===== config.mk =====
export PLATFORM = sky130hd
export DESIGN_NAME = gshare_pht
export DESIGN_NICKNAME = d
export VERILOG_FILES = /design/src/rtl/gshare_pht.sv
export SDC_FILE = /design/constraint.sdc
export NUM_CORES = 1
export LEC_CHECK = 0
export BUFFER_PORTS_ARGS = -buffer_cell sky130_fd_sc_hd__buf_2
export CAP_MARGIN = 5
export CORE_ASPECT_RATIO = 0.7
export CORE_MARGIN = 2
export CORE_UTILIZATION = 35
export CTS_CLUSTER_DIAMETER = 80
export DETAILED_ROUTE_END_ITERATION = 6
export PLACE_DENSITY = 0.64
export SETUP_SLACK_MARGIN = 0.15
export SYNTH_ARGS = -nofsm -noshare
export SYNTH_HDL_FRONTEND = slang
export SYNTH_SLANG_ARGS = --single-unit

===== constraint.sdc =====
create_clock -name clk -period 7.7 [get_ports clk]
set_clock_uncertainty 0.15 [all_clocks]
set_input_delay 1.155 -clock clk [delete_from_list [all_inputs] [get_ports clk]]
set_output_delay 1.155 -clock clk [all_outputs]
set_load 0.005 [all_outputs]

===== src/rtl/gshare_pht.sv =====
// 16-entry gshare pattern-history table: 2-bit saturating counters plus a 4-bit global
// history, with a single update port and a one-entry-per-cycle flush sweep.
module gshare_pht #(
    parameter logic [1:0] CTR_INIT = 2'b01,
    parameter bit         HIST_EN  = 1'b1
) (
    input  logic        clk,
    input  logic        rst_n,
    input  logic [3:0]  fetch_idx,
    output logic [3:0]  pred_sel,
    output logic [15:0] pred_vec,
    input  logic        upd_valid,
    input  logic [3:0]  upd_idx,
    input  logic        upd_taken,
    input  logic        flush,
    output logic        busy
);

    typedef enum logic {StIdle, StFlush} state_e;

    state_e           state_q, state_d;
    logic [15:0][1:0] ctr_q, ctr_d;
    logic [3:0]       ghr_q, ghr_d;
    logic [3:0]       ptr_q, ptr_d;

    always_comb begin
        state_d = state_q;
        ctr_d   = ctr_q;
        ghr_d   = ghr_q;
        ptr_d   = ptr_q;
        unique case (state_q)
            StIdle: begin
                // Flush takes priority; a coincident update is dropped entirely.
                if (flush) begin
                    state_d = StFlush;
                    ptr_d   = 4'd0;
                    ghr_d   = 4'd0;
                end else if (upd_valid) begin
                    if (upd_taken) begin
                        if (ctr_q[upd_idx] != 2'b11) ctr_d[upd_idx] = ctr_q[upd_idx] + 2'b01;
                    end else begin
                        if (ctr_q[upd_idx] != 2'b00) ctr_d[upd_idx] = ctr_q[upd_idx] - 2'b01;
                    end
                    ghr_d = {ghr_q[2:0], upd_taken};
                end
            end
            StFlush: begin
                ctr_d[ptr_q] = CTR_INIT;
                ptr_d        = ptr_q + 4'd1;
                if (ptr_q == 4'd15) state_d = StIdle;
            end
            default: state_d = StIdle;
        endcase
    end

    always_ff @(posedge clk or negedge rst_n) begin
        if (!rst_n) begin
            state_q <= StIdle;
            ctr_q   <= {16{CTR_INIT}};
            ghr_q   <= 4'd0;
            ptr_q   <= 4'd0;
        end else begin
            state_q <= state_d;
            ctr_q   <= ctr_d;
            ghr_q   <= ghr_d;
            ptr_q   <= ptr_d;
        end
    end

    always_comb begin
        busy     = (state_q == StFlush);
        pred_sel = HIST_EN ? (fetch_idx ^ ghr_q) : fetch_idx;
        pred_vec = 16'h0000;
        if (!busy) begin
            for (int i = 0; i < 16; i++) pred_vec[i] = ctr_q[i][1];
        end
    end

endmodule

==> results of run 1 <==
==> logic make-up after synthesis <==
logic type	after synthesis	synth area share, %
AOI/OAI and AO/OA	34	8.05
and+or+nand+nor	96	20.9
DFF	41	41.0
muxes	43	20.3
xor gates and xnor gates	7	2.41
adders and majority gates	6	2.95
buffers and inverters	26	4.32
==> worst paths after layout <==
path | start | endpoint | slack (ns) | cells after the start
min reg2reg | ghr_q[3] | ghr_q[3] | 0.38 | 2
max reg2reg | ctr_q[6] | ctr_q[17] | 4.42 | 8
max in group asynchronous | rst_n | ctr_q[15] | 5.98 | 1
min | ghr_q[3] | ghr_q[3] | 0.38 | 2
max | upd_idx[0] | ctr_q[17] | 3.68 | 9
min in group asynchronous | rst_n | ctr_q[27] | 0.84 | 1
==> layout by cell type, fill, tap and decap left out, types with 2 or more instances in the layout <==
cell       n
ha_1       6
nor2b_1   22
or3_1      2
clkbuf_8   6
a31oi_1    9
buf_4      2
buf_2     33
nand2_1   31
xnor2_1    2
mux2i_1   36
nand2b_1   2
o21ai_0    3
nor2_1     5
a22o_1     3
xor2_1     5
nor4_2     2
inv_1      7
or4_4      2
and4_1     2
dfrtp_1   25
a21oi_1   15
mux4_2     6
nand3_1   10
dfstp_2   16
nor3_1    11
==> routing by layer <==
metal / up-vias / wire (um)
met5: - / 0
met4: 0 / 39
met3: 5 / 488
met2: 66 / 2560
met1: 963 / 3060
li1: 935 / -
==> through the flow <==
step                      cell area, um2  cells  hold slack, ns  worst slack, ns  utilization [%]
after floorplan                     2550    253           0.336             4.13                -
after global placement              2760    363           0.365             3.45             40.0
after detailed placement            2760    363           0.375             3.36             40.0
after CTS                           2880    371           0.394             3.67             41.6
after global routing                2880    371           0.416             3.43             41.6
final                               2880    371           0.383             3.68             41.6
==> Yosys cell counts, types with 3 or more instances <==
library cell / instances
mux2i_1: 36
nand2_1: 31
dfrtp_1: 25
nor2b_1: 22
dfstp_2: 16
a21oi_1: 15
nor3_1: 11
clkbuf_1: 10
nand3_1: 10
a31oi_1: 9
inv_1: 7
ha_1: 6
mux4_2: 6
nor2_1: 5
xor2_1: 5
clkbuf_2: 4
a22o_1: 3
buf_2: 3
o21ai_0: 3
==> flip-flops by register name, indices dropped and copies added (netlist names) <==
| name | flops |
|---|---|
| ptr_q | 4 |
| ghr_q | 4 |
| ctr_q | 32 |
| busy | 1 |
==> where the power goes <==
part | internal [W] | switching (W)
Combinational | 0.000148 | 0.000190
Clock | 0.000106 | 0.0000774
Sequential | 0.000294 | 0.0000854
==> critical path, delay by kind of cell <==
kind            cells  cell delay, ns
compound gates      2            0.79
buf+inv             2            0.65
fa+ha+maj           1            0.36
mux                 2            0.39
xor+xnor            1            0.64
simple gates        1            0.04
==> layout make-up <==
| type | instances | area (um2) |
|---|---|---|
| tap | 94 | 118 |
| sequential | 41 | 1050 |
| clock buffer | 7 | 86.3 |
| clock inverter | 1 | 30.0 |
| fill | 686 | 4030 |
| timing repair buffer | 35 | 180 |
| multi-input combinational | 186 | 1390 |
| inverter | 7 | 26.3 |
==> flow_summary_export.csv, run 1 <==
group,metric,value,unit
run_status,status,"complete, no violations",
timing,slew_headroom,38.5,%
yosys,ys.warnings.count,0,
place,io_buffers,33,
global_route,busiest_layer,"met1",
detailed_routing,ant_nets,0,
worst_setup_path,critPathCaptureType,"flop",
global_route,grt_pass1_wl,10100,um
clock_network,h-tree-depth,2,
detailed_routing,drc_errors,0,
clock_network,ctsResizeCount,0,
floorplan,rows,25,
cells_and_area,nNetsFinal,295,
yosys,synth_top_cell_area_share,24.5,%
floorplan,fp.dieW,106,um
worst_setup_path,crit_chain,"buf_2 -> mux4_2 -> nor2_1 -> a31oi_1 -> a22oi_1 -> ha_1 -> xor2_1 -> buf_4 -> mux2i_1",
clock_network,path_clk_slew,0.08,ns
clock_network,cts_sinks,41,
power,peakVddDrop,0.125,mV
worst_setup_path,critPathMaxFanout,12,
global_route,gr-usage-met2,24.2,%
place,dp_hpwl,4530,um
cells_and_area,syn2layout_area_growth,13.0,%
timing,period_share,52.2,%
worst_setup_path,cp_slowest_stage_delay,0.64,ns
global_route,met3_usage,4.45,%
timing,fmax,249,MHz
global_route,grt_usage,16.4,%
cells_and_area,drive_gt1_share,25.6,%
clock_network,root_buffer,"clkbuf_8",
timing,fin_crit,4.02,ns
worst_setup_path,worst_path_max_delay_cell,"xor2_1",
worst_setup_path,cp.arrival,4.03,ns
timing,tightest_slew,0.923,ns
yosys,synth_edf_count,0,
clock_network,clock_latency,0.30,ns
yosys,ys_ff_latch,41,
detailed_routing,drt-initial-drc-count,81,
clock_network,cts_tree,"done",
global_route,antenna_found_initial,0,
yosys,synth_top_area_cell,"dfrtp_1",
floorplan,die_y,75.4,um
clock_network,cts_buffers,5,
detailed_routing,wl_per_cell,16.6,um
clock_network,ctsHoldBuffers,0,
detailed_routing,via_per_inst,5.31,
floorplan,dieArea,7990,um2
yosys,synth_cells,253,
floorplan,coreArea,6910,um2
timing,slew_violations,0,
yosys,syn_area,2550,um2
clock_network,cts_setup_buffers,0,
yosys,synthFlopType,"dfrtp_1",
global_route,grt_max_degree,42,
yosys,synthArstFlopShare,100,%
worst_setup_path,worst-setup-path-type,"input port to flop",
yosys,syn_nets,272,
global_route,grt.overflow.total,0,
cells_and_area,antenna_cells,0,
yosys,yosysSeqAreaShare,41.0,%
yosys,ys_types,39,
global_route,grt_pass1_vias,1863,
detailed_routing,drt-pass1-iter-count,5,
floorplan,initial_core_util,36.9,%
timing,rsz0062_at_grt,"false",
timing,fin_setup_tns,0,ns
worst_setup_path,required,7.71,ns
power,p_total,0.000901,W
power,cellLeakagePower,1.21,nW
worst_setup_path,critPathLaunchType,"input port",
global_route,grtUsageMet1,24.3,%
job,cap_violations,0,
detailed_routing,vias,1969,
min_path,worstHoldPathType,"flop to flop",
timing,finalSetupViolations,0,
clock_network,ctsLongestPathBuffers,2,
detailed_routing,routed_wl,6150,um
yosys,synth_area_leaders,"dfrtp_1, dfstp_2, mux2i_1",
place,gp_congestion,0.877,
yosys,synth.avg_cell_area,10.1,um2
power,power_density,313,nW/um2
timing,hold_violations,0,
floorplan,ioPinCount,34,
No activity file was read; power rests on OpenSTA's default activity.
==> run 2, diff against run 1 <==
--- a/config.mk
+++ b/config.mk
@@ -12,7 +12,7 @@
 export CORE_UTILIZATION = 35
 export CTS_CLUSTER_DIAMETER = 80
 export DETAILED_ROUTE_END_ITERATION = 6
-export PLACE_DENSITY = 0.64
+export PLACE_DENSITY = 0.66
 export SETUP_SLACK_MARGIN = 0.15
 export SYNTH_ARGS = -nofsm -noshare
 export SYNTH_HDL_FRONTEND = slang
==> constraint.sdc (replaced) <==
create_clock -name clk -period 3.4 [get_ports clk]
set_clock_uncertainty 0.15 [all_clocks]
set_input_delay 0.51 -clock clk [delete_from_list [all_inputs] [get_ports clk]]
set_output_delay 0.51 -clock clk [all_outputs]
set_load 0.005 [all_outputs]
==> run 2 against run 1 <==
Compared with the run above:
- flip-flop and latch count unchanged
- critical endpoint unchanged
- highest routed layer unchanged
- cell count increased by 3.0%
- via count increased by 1.3%
- non-clock buffer count increased by 11
- combinational power increased by 130%
- setup slack got worse by 3.3 ns
- critical path depth increased by 2
- sequential power increased by 130%
==> flow_summary_export.csv, run 2 (synthesized netlist as in run 1, its figures left out) <==
group,metric,value,unit
run_status,status,"complete, no violations",
cells_and_area,layout_common_cells,"mux2i_1, buf_2, nand2_1",
timing,rsz0062_at_grt,"false",
cells_and_area,regMostFlops,"ctr_q",
floorplan,rows,25,
place,gp_congestion,0.924,
global_route,antenna_found_initial,0,
worst_setup_path,critPathMaxFanout,10,
cells_and_area,layout_commonest_cell,"mux2i_1",
power,power_density,671,nW/um2
worst_setup_path,critPathCaptureType,"flop",
global_route,grt_usage,17.3,%
clock_network,h-tree-depth,2,
worst_setup_path,required,3.47,ns
cells_and_area,syn2layout_area_growth,14.9,%
cells_and_area,drive_gt1_share,28.5,%
timing,fin_setup_tns,0,ns
detailed_routing,routed_wl,6470,um
worst_setup_path,cp.arrival,3.10,ns
clock_network,clock_latency,0.30,ns
place,io_buffers,33,
clock_network,ctsResizeCount,0,
worst_setup_path,critPathLaunchType,"input port",
timing,fmax,330,MHz
cells_and_area,nNetsFinal,306,
detailed_routing,drc_errors,0,
floorplan,initial_core_util,36.9,%
cells_and_area,antenna_cells,0,
floorplan,die_y,75.4,um
floorplan,fp.dieW,106,um
global_route,grt_pass1_vias,2042,
detailed_routing,vias,1994,
cells_and_area,instances_no_fill,382,
clock_network,ctsLongestPathBuffers,2,
clock_network,cts_sinks,41,
clock_network,path_clk_slew,0.08,ns
detailed_routing,drt-initial-drc-count,80,
job,cap_violations,0,
power,cellLeakagePower,1.26,nW
global_route,grt_max_degree,42,
clock_network,cts_tree,"done",
timing,tightest_slew,0.927,ns
worst_setup_path,rrSetupSlack,0.50,ns
floorplan,ioPinCount,34,
place,dpl_cell_area,2850,um2
timing,finalSetupViolations,0,
global_route,grt_pass1_wl,10600,um
place,placed_cells,374,
detailed_routing,drt-pass1-iter-count,4,
power,peakVddDrop,0.249,mV
cells_and_area,finalInstanceArea,2930,um2
clock_network,cts_setup_buffers,0,
detailed_routing,via_per_inst,5.22,
detailed_routing,ant_nets,0,
timing,period_share,89.2,%
min_path,worstHoldPathType,"input port to async pin",
place,dp_hpwl,4750,um
timing,slew_headroom,38.2,%
timing,fin_crit,3.03,ns
floorplan,dieArea,7990,um2
clock_network,ctsHoldBuffers,0,
global_route,grt.overflow.total,0,
clock_network,root_buffer,"clkbuf_8",
detailed_routing,wl_per_cell,16.9,um
cells_and_area,largest_reg_flops,32,
worst_setup_path,worst-setup-path-type,"input port to flop",
clock_network,cts_buffers,5,
timing,hold_violations,0,
timing,slew_violations,0,
cells_and_area,final_core_util,42.4,%
floorplan,coreArea,6910,um2
cells_and_area,largest_registers,"ctr_q x32, ghr_q x4, ptr_q x4",
power,p_total,0.00196,W
## run 2: area by class of cell
cell class	instances	area [um2]
Fill cell	686	3990
Inverter	7	26.3
Clock buffer	6	72.6
Multi-Input combinational cell	186	1390
Tap cell	94	118
Timing Repair Buffer	46	263
Sequential cell	41	1050
Clock inverter	2	10.0
## run 2: layer usage
metal	share of wire, %	global-route usage (%)	vias to the layer above
li1	-	-	955
met1	50	24.6	974
met2	44	26.5	56
met3	5.4	4.02	9
met4	1.4	5.56	0
met5	0	0	-
## run 2: worst max-delay path, cell delays in order
cell and delay (ns):
buf_2 0.31, mux4_2 0.58, nand3_1 0.11, and4_1 0.23, inv_1 0.06, ha_1 0.21
mux2i_4 0.20, nand3b_2 0.23, nor3_1 0.30, buf_4 0.17, mux2i_1 0.19
## run 2: path summary, 6_finish.rpt
| check | depth (start not counted) | startpoint | endpoint |
|---|---|---|---|
| worst min register to register | 2 | ghr_q[3] | ghr_q[3] |
| worst min-delay path | 1 | rst_n | ctr_q[17] |
| max in group asynchronous | 1 | rst_n | ctr_q[11] |
| worst max register to register | 11 | ctr_q[24] | ctr_q[17] |
| min in group clk | 2 | flush | ghr_q[2] |
| worst max-delay path | 11 | upd_idx[0] | ctr_q[17] |
## run 2: power breakdown
part,internal [W],total [W],switching [W],leakage (nW)
Clock,0.000142,0.000314,0.000171,0.0450
Sequential,0.000665,0.000872,0.000207,0.484
Combinational,0.000350,0.000779,0.000429,0.727
Total,0.00116,0.00196,0.000807,1.26
## run 2: metrics by stage
step / setup WS [ns] / hold WS, ns
global placement: 0.166 / 0.365
detailed placement: 0.0580 / 0.379
global route: 0.185 / 0.265
CTS: 0.371 / 0.215
floorplan: 0.471 / 0.0644
finish: 0.367 / 0.199
==> run 3, diff against run 2 <==
--- a/config.mk
+++ b/config.mk
@@ -12,7 +12,7 @@
 export CORE_UTILIZATION = 35
 export CTS_CLUSTER_DIAMETER = 80
 export DETAILED_ROUTE_END_ITERATION = 6
-export PLACE_DENSITY = 0.66
+export MAX_ROUTING_LAYER = met4
 export SETUP_SLACK_MARGIN = 0.15
 export SYNTH_ARGS = -nofsm -noshare
 export SYNTH_HDL_FRONTEND = slang
==> run 3 against run 2 <==
Compared with the run above:
- non-clock buffer count fell by 1
- global-route usage rose by 0.34 points
- combinational power barely moved
- maximum frequency rose by 3.4%
- routed wire length down 2.8%
- final area up 0.60%
- die area stayed put
- clock power up 26%
- critical path type unchanged
==> flow_summary_export.csv, run 3 (synthesized netlist as in run 1, its figures left out) <==
group,metric,value,unit
cells_and_area,nNetsFinal,305,
detailed_routing,m1WireLength,3100,um
cells_and_area,fillers,676,
detailed_routing,vias,2003,
clock_network,root_buffer,"clkbuf_8",
clock_network,cts_tree,"done",
worst_setup_path,critPathCaptureType,"flop",
detailed_routing,wl_per_cell,16.5,um
clock_network,ctsHoldBuffers,0,
power,p_total,0.00204,W
floorplan,rows,25,
clock_network,ctsResizeCount,0,
detailed_routing,wl_met2,2690,um
floorplan,ioPinCount,34,
cells_and_area,layout_commonest_cell,"mux2i_1",
worst_setup_path,cp_slowest_stage_delay,0.55,ns
detailed_routing,ant_nets,0,
cells_and_area,layout_common_cells,"mux2i_1, buf_2, nand2_1",
clock_network,cts_buffers,5,
global_route,grt_max_degree,42,
place,dpl_cell_area,2840,um2
job,cap_violations,0,
cells_and_area,finalInstanceArea,2950,um2
timing,slew_headroom,38.0,%
run_status,status,"complete, no violations",
timing,period_share,86.3,%
timing,slew_violations,0,
global_route,grt_usage,17.6,%
timing,rsz0062_at_grt,"false",
cells_and_area,drive_gt1_share,28.2,%
clock_network,h-tree-depth,2,
floorplan,dieArea,7990,um2
clock_network,cts_setup_buffers,0,
detailed_routing,drc_errors,0,
global_route,grt_pass1_wl,10400,um
place,io_buffers,33,
clock_network,clock_latency,0.30,ns
place,gp_congestion,0.960,
worst_setup_path,r2r_cells,10,
detailed_routing,drt-initial-drc-count,132,
timing,hold_violations,0,
worst_setup_path,rrSetupSlack,0.52,ns
global_route,grt_pass1_vias,2015,
power,peakVddDrop,0.246,mV
clock_network,ctsLongestPathBuffers,2,
timing,fin_setup_tns,0,ns
global_route,antenna_found_initial,0,
clock_network,cts_sinks,41,
cells_and_area,syn2layout_area_growth,15.6,%
detailed_routing,wl_met3,444,um
min_path,worstHoldPathType,"input port to async pin",
floorplan,initial_core_util,36.9,%
worst_setup_path,worst_path_max_delay_cell,"mux4_2",
worst_setup_path,crit_chain,"buf_2 -> mux4_2 -> nor2_1 -> a31oi_1 -> a22o_1 -> ha_1 -> mux2i_4 -> nand3b_2 -> nor4_2 -> mux2i_1",
detailed_routing,routed_wl,6280,um
detailed_routing,top_layer_used,"met4",
timing,fin_crit,2.93,ns
worst_setup_path,worst_r2r_endpoint,"ctr_q[4]",
floorplan,fp.dieW,106,um
detailed_routing,via_per_inst,5.26,
worst_setup_path,worst-setup-path-type,"input port to flop",
cells_and_area,antenna_cells,0,
worst_setup_path,r2r_start,"ctr_q[26]",
cells_and_area,largest_reg_flops,32,
cells_and_area,regMostFlops,"ctr_q",
worst_setup_path,critPathLaunchType,"input port",
worst_setup_path,required,3.47,ns
power,power_density,692,nW/um2
timing,finalSetupViolations,0,
cells_and_area,largest_registers,"ctr_q x32, ghr_q x4, ptr_q x4",
worst_setup_path,cp.arrival,3.00,ns
worst_setup_path,critPathMaxFanout,9,
global_route,grt.overflow.total,0,
power,cellLeakagePower,1.26,nW
floorplan,coreArea,6910,um2
clock_network,path_clk_slew,0.09,ns
timing,tightest_slew,0.930,ns
place,dp_hpwl,4600,um
timing,fmax,341,MHz
detailed_routing,drt-pass1-iter-count,4,
floorplan,die_y,75.4,um
==> run 3: cell types whose count changed in the layout (fill, tap and decap cells not counted), sizes merged <==
| cell | previous run | this run |
|---|---|---|
| clkinv | 2 | 1 |
| buf | 46 | 45 |
| bufinv | 0 | 1 |
==> run 3: per-stage QoR <==
step | hold WS, ns | worst slack [ns] | util (%) | std cells
2_1_floorplan | 0.0644 | 0.471 | - | 253
3_3_place_gp | 0.367 | 0.170 | 41.0 | 373
3_5_place_dp | 0.365 | 0.136 | 41.0 | 373
4_1_cts | 0.227 | 0.452 | 42.6 | 381
5_1_grt | 0.275 | 0.274 | 42.6 | 381
6_report | 0.198 | 0.466 | 42.6 | 381
==> run 3: final cells by class <==
type	count	area [um2]	share of cell area, %
clock inverters	2	35.0	1.19
well taps	94	118	3.99
clock buffers	6	72.6	2.46
multi-input cells	186	1390	47.3
inverters	7	26.3	0.892
flip-flops and latches	41	1050	35.5
repair buffers	45	255	8.67
==> run 3: how the worst max path moves through the flow <==
stage,startpoint,to,slack (ns),depth (start not counted)
CTS,upd_idx[0],ctr_q[4],0.45,10
finish,upd_idx[0],ctr_q[4],0.47,10
global placement,upd_idx[0],ctr_q[12],0.17,11
detailed placement,upd_idx[0],ctr_q[9],0.14,10
global route,upd_idx[0],ctr_q[17],0.27,11
floorplan,upd_idx[0],ctr_q[3],0.47,10
==> run 3: critical path, delay by kind of cell <==
kind                     cells  cell delay (ns)
adder cells (fa/ha/maj)      1             0.23
AND/OR/NAND/NOR              3             0.72
buffers and inverters        1             0.27
AO/OA/AOI/OAI                2             0.29
multiplexers                 3             0.99
==> run 3: where the power goes <==
part,total [W],switching [W],leakage [nW],internal (W)
Sequential,0.000859,0.000194,0.484,0.000665
Clock,0.000397,0.000178,0.0552,0.000218
Combinational,0.000781,0.000432,0.722,0.000350
Total,0.00204,0.000804,1.26,0.00123
==> run 3: routing by layer <==
metal | up-vias | GRT usage (%)
li1 | 958 | -
met1 | 972 | 25.1
met2 | 66 | 25.1
met3 | 7 | 4.11
met4 | 0 | 4.82
met5 | - | -
